## config.mk

```make
export PLATFORM = sky130hd
export DESIGN_NAME = lbm_field_streamer
export DESIGN_NICKNAME = d
export VERILOG_FILES = /design/src/rtl/lbm_field_streamer.sv
export SDC_FILE = /design/constraint.sdc
export NUM_CORES = 2
export LEC_CHECK = 0
export BUFFER_PORTS_ARGS = -buffer_cell sky130_fd_sc_hd__buf_2
export CORE_ASPECT_RATIO = 2
export CORE_UTILIZATION = 50
export CTS_CLUSTER_SIZE = 24
export DETAILED_ROUTE_END_ITERATION = 7
export PLACE_DENSITY_LB_ADDON = 0.3
export SKIP_LAST_GASP = 1
export SLEW_MARGIN = 15
export SYNTH_ARGS = -nofsm -noshare
export SYNTH_HDL_FRONTEND = slang
export SYNTH_SLANG_ARGS = --single-unit
export TNS_END_PERCENT = 100
```

## constraint.sdc

```tcl
create_clock -name clk -period 4.3 [get_ports clk]
set_input_delay 0.645 -clock clk [delete_from_list [all_inputs] [get_ports clk]]
set_output_delay 0.645 -clock clk [all_outputs]
set_load 0.05 [all_outputs]
```

## src/rtl/lbm_field_streamer.sv

```systemverilog
// Quantises per-cell LBM macroscopic values (u_x, u_y, rho) into packed pixel
// words and streams them out through a small FIFO that drops and counts on full.
module lbm_field_streamer #(
    parameter int unsigned DATA_WIDTH  = 16,
    parameter int unsigned GRID_W      = 50,
    parameter int unsigned GRID_H      = 50,
    parameter int unsigned FIFO_DEPTH  = 16,
    parameter int unsigned SPEED_SHIFT = 16
) (
    input  logic                        clk,
    input  logic                        rst,
    input  logic                        en,
    input  logic                        in_valid,
    input  logic [DATA_WIDTH-1:0]       u_x,
    input  logic [DATA_WIDTH-1:0]       u_y,
    input  logic [DATA_WIDTH-1:0]       rho,
    input  logic                        clr_ovf,
    output logic                        out_valid,
    input  logic                        out_ready,
    output logic [31:0]                 out_data,
    output logic                        out_last,
    output logic                        out_user,
    output logic                        overflow,
    output logic [15:0]                 drop_count,
    output logic [15:0]                 frame_count,
    output logic [$clog2(FIFO_DEPTH):0] fifo_level
);
    localparam int unsigned AW  = $clog2(FIFO_DEPTH);
    localparam int unsigned LW  = AW + 1;
    localparam int unsigned XW  = (GRID_W > 1) ? $clog2(GRID_W) : 1;
    localparam int unsigned YW  = (GRID_H > 1) ? $clog2(GRID_H) : 1;
    localparam int unsigned SQW = 2 * DATA_WIDTH;
    localparam logic [XW-1:0]  X_MAX      = XW'(GRID_W - 1);
    localparam logic [YW-1:0]  Y_MAX      = YW'(GRID_H - 1);
    localparam logic [LW-1:0]  FULL_LEVEL = LW'(FIFO_DEPTH);
    localparam logic [SQW-1:0] CODE_MAX   = SQW'(255);

    typedef struct packed {
        logic [31:0] data;
        logic        last;
        logic        user;
    } word_t;

    logic            acc, x_wrap, y_wrap;
    logic [XW-1:0]   x;
    logic [YW-1:0]   y;
    logic [15:0]     idx;
    logic signed [SQW-1:0] ux_e, uy_e, ux_sq, uy_sq;
    logic [SQW-1:0]  sq_c, sq_shr;
    logic [7:0]      speed_c;
    logic            unused_rho;

    logic            s1_valid, s1_last, s1_user;
    logic [SQW-1:0]  s1_sq;
    logic [7:0]      s1_rho;
    logic [15:0]     s1_idx;
    logic            s2_valid;
    word_t           s2_word;

    word_t           mem [FIFO_DEPTH];
    logic [AW-1:0]   wr_ptr, rd_ptr, rd_next;
    logic [LW-1:0]   level_next;
    logic            full, do_rd, do_wr, drop;
    word_t           head_c;

    assign acc    = en & in_valid;
    assign x_wrap = (x == X_MAX);
    assign y_wrap = (y == Y_MAX);

    // Squares of two signed values are non-negative; their sum fits unsigned SQW bits.
    assign ux_e  = SQW'($signed(u_x));
    assign uy_e  = SQW'($signed(u_y));
    assign ux_sq = ux_e * ux_e;
    assign uy_sq = uy_e * uy_e;
    assign sq_c  = $unsigned(ux_sq) + $unsigned(uy_sq);
    assign unused_rho = ^rho[DATA_WIDTH-9:0];

    assign sq_shr  = s1_sq >> SPEED_SHIFT;
    assign speed_c = (sq_shr > CODE_MAX) ? 8'hFF : sq_shr[7:0];

    // Grid position advances on every accepted cell, dropped or not.
    always_ff @(posedge clk or negedge rst) begin
        if (!rst) begin
            x           <= '0;
            y           <= '0;
            idx         <= '0;
            frame_count <= '0;
        end else if (acc) begin
            x   <= x_wrap ? '0 : x + XW'(1);
            idx <= (x_wrap && y_wrap) ? '0 : idx + 16'd1;
            if (x_wrap) begin
                y <= y_wrap ? '0 : y + YW'(1);
            end
            if (x_wrap && y_wrap) begin
                frame_count <= frame_count + 16'd1;
            end
        end
    end

    always_ff @(posedge clk or negedge rst) begin
        if (!rst) begin
            s1_valid <= 1'b0;
            s1_sq    <= '0;
            s1_rho   <= '0;
            s1_idx   <= '0;
            s1_last  <= 1'b0;
            s1_user  <= 1'b0;
            s2_valid <= 1'b0;
            s2_word  <= '0;
        end else begin
            s1_valid <= acc;
            if (acc) begin
                s1_sq   <= sq_c;
                s1_rho  <= rho[DATA_WIDTH-1 -: 8];
                s1_idx  <= idx;
                s1_last <= x_wrap;
                s1_user <= (idx == 16'd0);
            end
            s2_valid <= s1_valid;
            if (s1_valid) begin
                s2_word <= '{data: {speed_c, s1_rho, s1_idx}, last: s1_last, user: s1_user};
            end
        end
    end

    // A full FIFO still takes a write when the head leaves in the same cycle.
    assign full       = (fifo_level == FULL_LEVEL);
    assign do_rd      = out_valid & out_ready;
    assign do_wr      = s2_valid & (~full | do_rd);
    assign drop       = s2_valid & full & ~do_rd;
    assign rd_next    = do_rd ? rd_ptr + AW'(1) : rd_ptr;
    assign level_next = fifo_level + LW'(do_wr) - LW'(do_rd);
    assign head_c     = (do_wr && (wr_ptr == rd_next)) ? s2_word : mem[rd_next];

    always_ff @(posedge clk) begin
        if (do_wr) begin
            mem[wr_ptr] <= s2_word;
        end
    end

    // Output registers shadow the head entry so the stream is fully registered.
    always_ff @(posedge clk or negedge rst) begin
        if (!rst) begin
            wr_ptr     <= '0;
            rd_ptr     <= '0;
            fifo_level <= '0;
            out_valid  <= 1'b0;
            out_data   <= '0;
            out_last   <= 1'b0;
            out_user   <= 1'b0;
        end else begin
            if (do_wr) begin
                wr_ptr <= wr_ptr + AW'(1);
            end
            rd_ptr     <= rd_next;
            fifo_level <= level_next;
            out_valid  <= (level_next != '0);
            if (level_next != '0) begin
                out_data <= head_c.data;
                out_last <= head_c.last;
                out_user <= head_c.user;
            end
        end
    end

    // A drop in the same cycle as a clear leaves exactly that drop recorded.
    always_ff @(posedge clk or negedge rst) begin
        if (!rst) begin
            overflow   <= 1'b0;
            drop_count <= '0;
        end else if (drop) begin
            overflow   <= 1'b1;
            drop_count <= clr_ovf ? 16'd1 :
                          (drop_count != 16'hFFFF) ? drop_count + 16'd1 : drop_count;
        end else if (clr_ovf) begin
            overflow   <= 1'b0;
            drop_count <= '0;
        end
    end

endmodule

```

# Yosys cells after proc, flatten, opt, wreduce, memory -nomap -nowiden
# Memories as Yosys holds them, arrays and structs flattened. A register that Yosys moved wholly into a read port is not among the register bits.
# Index checks and enable logic that the tools add are counted.
[totals]
in_bits = 54
n_memories = 1
wordCells = 68
mem_bits_rw = 544
regBits = 169
output_inout_bits = 73
[mem_list]
columns = ["name", "words", "word_bits", "read_ports", "rd_ports_with_merged_regs", "write_ports", "line", "text"]
rows = [
  ["mem", 16, 34, 1, 1, 1, "60", "word_t mem [FIFO_DEPTH];"],
]
[op_classes]
reduce_logical = 9
n_addsub = 10
eq_ne = 4
mux = 13
bitwise_logic = 8
n_lt_le_gt_ge = 1
n_mul = 2
[ops]
columns = ["operator", "count"]
rows = [
  ["$mux 16", 5],
  ["$mul 16x16->32", 2],
  ["$add 16x1->16 const B", 3],
  ["$add 32x32->32", 1],
  ["$gt 16x8->1 const B", 1],
  ["$logic_not 16->1", 1],
  ["$ne 16x16->1 const B", 1],
  ["$add 6x1->6 const B", 2],
  ["$eq 6x6->1 const B", 2],
  ["$mux 6", 2],
  ["$add 4x1->4 const B", 2],
  ["$mux 8", 1],
  ["$reduce_and 2->1", 3],
  ["$add 5x1->5", 1],
  ["$and 1x1->1", 5],
  ["$eq 5x5->1 const B", 1],
  ["$reduce_bool 5->1", 1],
  ["$sub 5x1->5", 1],
  ["$mux 1", 4],
  ["$mux 4", 1],
  ["$reduce_bool 2->1", 2],
  ["$not 1->1", 2],
  ["$logic_and 1x1->1", 1],
  ["$logic_not 1->1", 1],
  ["$or 1x1->1", 1],
]

# Depth between registers and ports, before layout
[depth]
depth_word = 7
mapped_depth = 28
mapped_depth_nobuf = 27

# Worst setup path before layout
# No wires, ideal clock.
[synth_timing]
kind = "in2reg"
start = "input port u_x[2]"
end = "register s1_sq[31]"
setup_slack_ns = -3.388
setup_time_ns = 0.069
t_arrival_ns = 7.619
path_buffers = 2
required_time_ns = 4.231
path_stages = 23
path_cell_list = "clkbuf_1 clkbuf_1 nand2_1 fa_1 fa_1 fa_1 fa_1 inv_1 fa_1 fa_1 inv_1 fa_1 fa_1 inv_1 ha_1 a211o_1 or3_1 nor4_2 nor2_1 o41a_1 a41o_1 or3_1 nand3_1"
[synth_between]
elab_chain_cells = 2
[synth_lines]
columns = ["item", "line", "text"]
rows = [
  ["from (decl)", "14", "input logic [DATA_WIDTH-1:0] u_x,"],
  ["$mul 16x16->32", "73", "assign ux_sq = ux_e * ux_e;"],
  ["$add 32x32->32", "75", "assign sq_c = $unsigned(ux_sq) + $unsigned(uy_sq);"],
  ["to (signal assigned)", "113", "s1_sq <= sq_c;"],
  ["to (decl)", "54", "logic [SQW-1:0] s1_sq;"],
]
# Every way passes these cells.
# A chain may end at the register's enable or synchronous reset.

# Final worst setup path
[layout_timing]
start = "input port u_y[1]"
end = "register s1_sq[31]"
[layout_between]
elab_chain_cells = 2
[layout_lines]
columns = ["item", "line", "text"]
rows = [
  ["from (decl)", "15", "input logic [DATA_WIDTH-1:0] u_y,"],
  ["$mul 16x16->32", "74", "assign uy_sq = uy_e * uy_e;"],
  ["$add 32x32->32", "75", ""],
]
# Every way passes these cells.

==> flow_metrics.env <==
export IMPL_status="finished with violations"
export IMPL_violations="negative hold slack, negative setup slack"
export IMPL_numPortBuffers=118
export IMPL_grt_met3_usage_pct=1.93
export IMPL_synth_edf_count=544
export IMPL_start_kind="input port"
export IMPL_grt_usage_pct=25.2
export IMPL_worst_pin_slew_ns=1.08
export IMPL_netlist_instances=3533
export IMPL_clkLatencyLatePin_ns=0.63
export IMPL_cp_common_cell="fa_1"
export IMPL_fp_row_count=157
export IMPL_synth_seq_cells=731
export IMPL_finalNetCount=4668
export IMPL_end_kind="flip-flop"
export IMPL_r2r_slack_ns=0.36
export IMPL_hpwl_mm=82.1
export IMPL_htreeDepth=2
export IMPL_synth_warnings=0
export IMPL_areaGrowthSynthToFinish_pct=16.0
export IMPL_clk_pin_slew_ns=0.07
export IMPL_holdWs_ns=-0.0139
export IMPL_dieArea_um2=93400
export IMPL_grtUsageMet2_pct=50.2
export IMPL_fin_crit_ns=6.80
export IMPL_start_util_pct=50.4
export IMPL_antenna_found_initial=1
export IMPL_post_drt_wl_per_cell_um=22.0
export IMPL_core_area_um2=91300
export IMPL_drive_gt1_share_pct=22.4
export IMPL_yosysUniqueCellTypes=65
export IMPL_postSynthAreaPerCell_um2=13.0
export IMPL_min_path_type="in2async"
export IMPL_ctsHoldBuffers=0
export IMPL_numCtsBuffers=54
export IMPL_rsz0062_at_grt="yes"
export IMPL_drt_wl_total_mm=113
export IMPL_syn_nets=4270
export IMPL_max_stage_delay_ns=0.54
export IMPL_cp_data_required_time_ns=4.85
export IMPL_fin_worst_skew_ns=0.0160
export IMPL_clockBufferDepth=3
export IMPL_syn_area_um2=46100
export IMPL_drc_errors=0
export IMPL_ys_seq_area_share_pct=45.6
export IMPL_critical_path_top_delay_family="adder cells"
export IMPL_io_pins=127
export IMPL_cts_root_buf="clkbuf_16"
export IMPL_drtIter0Drc=1695
export IMPL_top_usage_layer="met2"
export IMPL_cts_sinks=731
export IMPL_num_vias=28073
export IMPL_tritoncts="built"
export IMPL_relSlewSlack_pct=27.9
export IMPL_cp_data_arrival_time_ns=7.35
export IMPL_setup_slack_ns=-2.50
export IMPL_overflow=0
export IMPL_place_congestion=0.913
export IMPL_finalCritPeriodShare_pct=158
export IMPL_postRouteAntennaNets=0
export IMPL_via_per_inst=5.43
export IMPL_grt_pass1_wl_mm=176
export IMPL_async_reset_ff_share_pct=25.6
export IMPL_slowest_stage="fa_1"
export IMPL_worstPathBufferInverterCount=7
export IMPL_groute_layer_met1_usage_pct=25.6
export IMPL_setup_viol=16
export IMPL_synthFlopType="edfxtp_1"
export IMPL_fmax_ghz=0.147
export IMPL_maxSlewViolCount=0
export IMPL_die_x_um=217
export IMPL_firstDrtPassIters=6
export IMPL_dieHeight_um=431
export IMPL_cap_violations=0
export IMPL_finalHoldViolations=1
export IMPL_worst_path_max_fanout=4
export IMPL_worstSetupPathType="in2reg"
export IMPL_grt_pass1_vias=31138
export IMPL_grt_max_degree=119
==> placed cells by master (no fill, tap or decap), types with 31 or more instances in the layout <==
cell type  instances
inv_1            651
edfxtp_1         544
fa_1             502
nand2_1          392
buf_4            305
dfrtp_1          186
ha_1             146
mux4_2           136
nand3_1          126
buf_2             91
and2_1            83
nor2_1            71
xnor2_1           57
a21oi_1           57
clkbuf_16         57
buf_6             40
a2bb2oi_1         34
xor2_1            33
o21ai_0           31
==> final cells by class <==
class	instances	area, um^2
inverters	688	2620
fillers	7286	37900
clock inverters	28	284
multi-input cells	1989	22700
clock buffers	73	1570
repair buffers	467	3760
well taps	1192	1490
flip-flops and latches	731	21000
diodes	1	2.50
==> worst reg2reg max path: stages (launching register included) <==
cell,delay (ns)
dfrtp_1,0.43
inv_1,0.10
ha_1,0.14
nor4bb_1,0.27
nand2_1,0.08
and2_1,0.17
inv_1,0.09
ha_1,0.24
inv_1,0.06
ha_1,0.16
inv_1,0.06
fa_1,0.43
inv_1,0.07
a21oi_1,0.06
nor2_1,0.09
nor2_1,0.06
xnor2_1,0.18
nor4_4,0.43
clkinv_1,0.12
buf_4,0.33
a2bb2oi_1,0.27
==> layer usage <==
metal | part of all wire [%] | routed length [um] | vias to the layer above
met5 | 0 | 0 | -
li1 | - | - | 12392
met3 | 3.5 | 4020 | 268
met1 | 33 | 37100 | 14610
met2 | 58 | 65800 | 803
met4 | 5.7 | 6480 | 0
==> synth_stat cells, drive strengths merged, types with 5 or more instances <==
library cell	instances	area share, %
inv	682	5.6
edfxtp	544	35
fa	522	23
nand2	407	3.3
dfrtp	187	10
ha	161	4.4
mux4	136	6.7
nand3	128	1.4
and2	105	1.4
clkbuf	102	0.83
nor2	83	0.68
a21oi	67	0.74
xnor2	60	1.1
o21ai	41	0.45
xor2	35	0.67
a2bb2oi	34	0.65
mux2	32	0.78
buf	23	0.23
nand4	19	0.26
nor3	15	0.18
a21o	14	0.23
and3	14	0.19
nand2b	12	0.16
or3	11	0.15
a31oi	10	0.15
nor2b	10	0.14
nor4	8	0.14
o22a	8	0.15
and4	7	0.13
clkinv	6	0.049
o211ai	5	0.082
==> cell families (layout without fill, tap and decap cells) <==
group                      Yosys count  in the layout  synth area share, %
buffers and inverters              813           1256                 6.66
muxes                              170            170                 7.48
xor gates and xnor gates            95             95                 1.81
AOI/OAI and AO/OA                  205            205                 2.91
adders and majority gates          683            683                 27.1
and+or+nand+nor                    835            835                 8.44
other                                1              2              0.00814
DFF                                731            731                 45.6
==> sequential cells by signal (all words and copies together) (netlist names), 4 cells and up <==
register and count:
drop_count 16, fifo_level 5, s1_rho 8, s1_sq 16
x 6, wr_ptr 4, s2_word 34, idx 16
mem 544, out_data 32, rd_ptr 4, frame_count 16
s1_idx 16, y 6
==> repair_timing <==
action	in CTS	in global routing
pin swaps	115	38
cloned	1	0
endpoints found under the setup margin	16	16
gates resized for setup	181	23
buffers inserted	37	1
==> through the flow <==
| stage | TNS [ns] | util [%] | std cells | instance area, um^2 | worst slack (ns) |
|---|---|---|---|---|---|
| global placement | -49.43 | 55.3 | 5030 | 50500 | -3.36 |
| finish | -36.31 | 58.5 | 5169 | 53400 | -2.50 |
| floorplan | -40.50 | - | 3533 | 46300 | -2.89 |
| CTS | -36.47 | 58.3 | 5167 | 53300 | -2.47 |
| detailed placement | -50.67 | 55.3 | 5030 | 50500 | -3.41 |
| global route | -39.47 | 58.5 | 5168 | 53400 | -2.68 |
==> final timing paths <==
kind	depth (start not counted)	start	to
max reg2reg	20	fifo_level[2]$_DFF_PN0_	out_data[27]$_DFFE_PN0P_
min reg2reg	1	frame_count[15]$_DFFE_PN0P_	frame_count[15]$_DFFE_PN0P_
max in group asynchronous	2	rst	fifo_level[0]$_DFF_PN0_
max	25	u_y[1]	s1_sq[31]$_DFFE_PN0P_
min	1	rst	overflow$_DFFE_PN0P_
min in group clk	3	rho[10]	s1_rho[2]$_DFFE_PN0P_
Power is left out: the tool's default activity adds up to more than one toggle a clock period on the data nets, which glitch-free logic cannot reach.
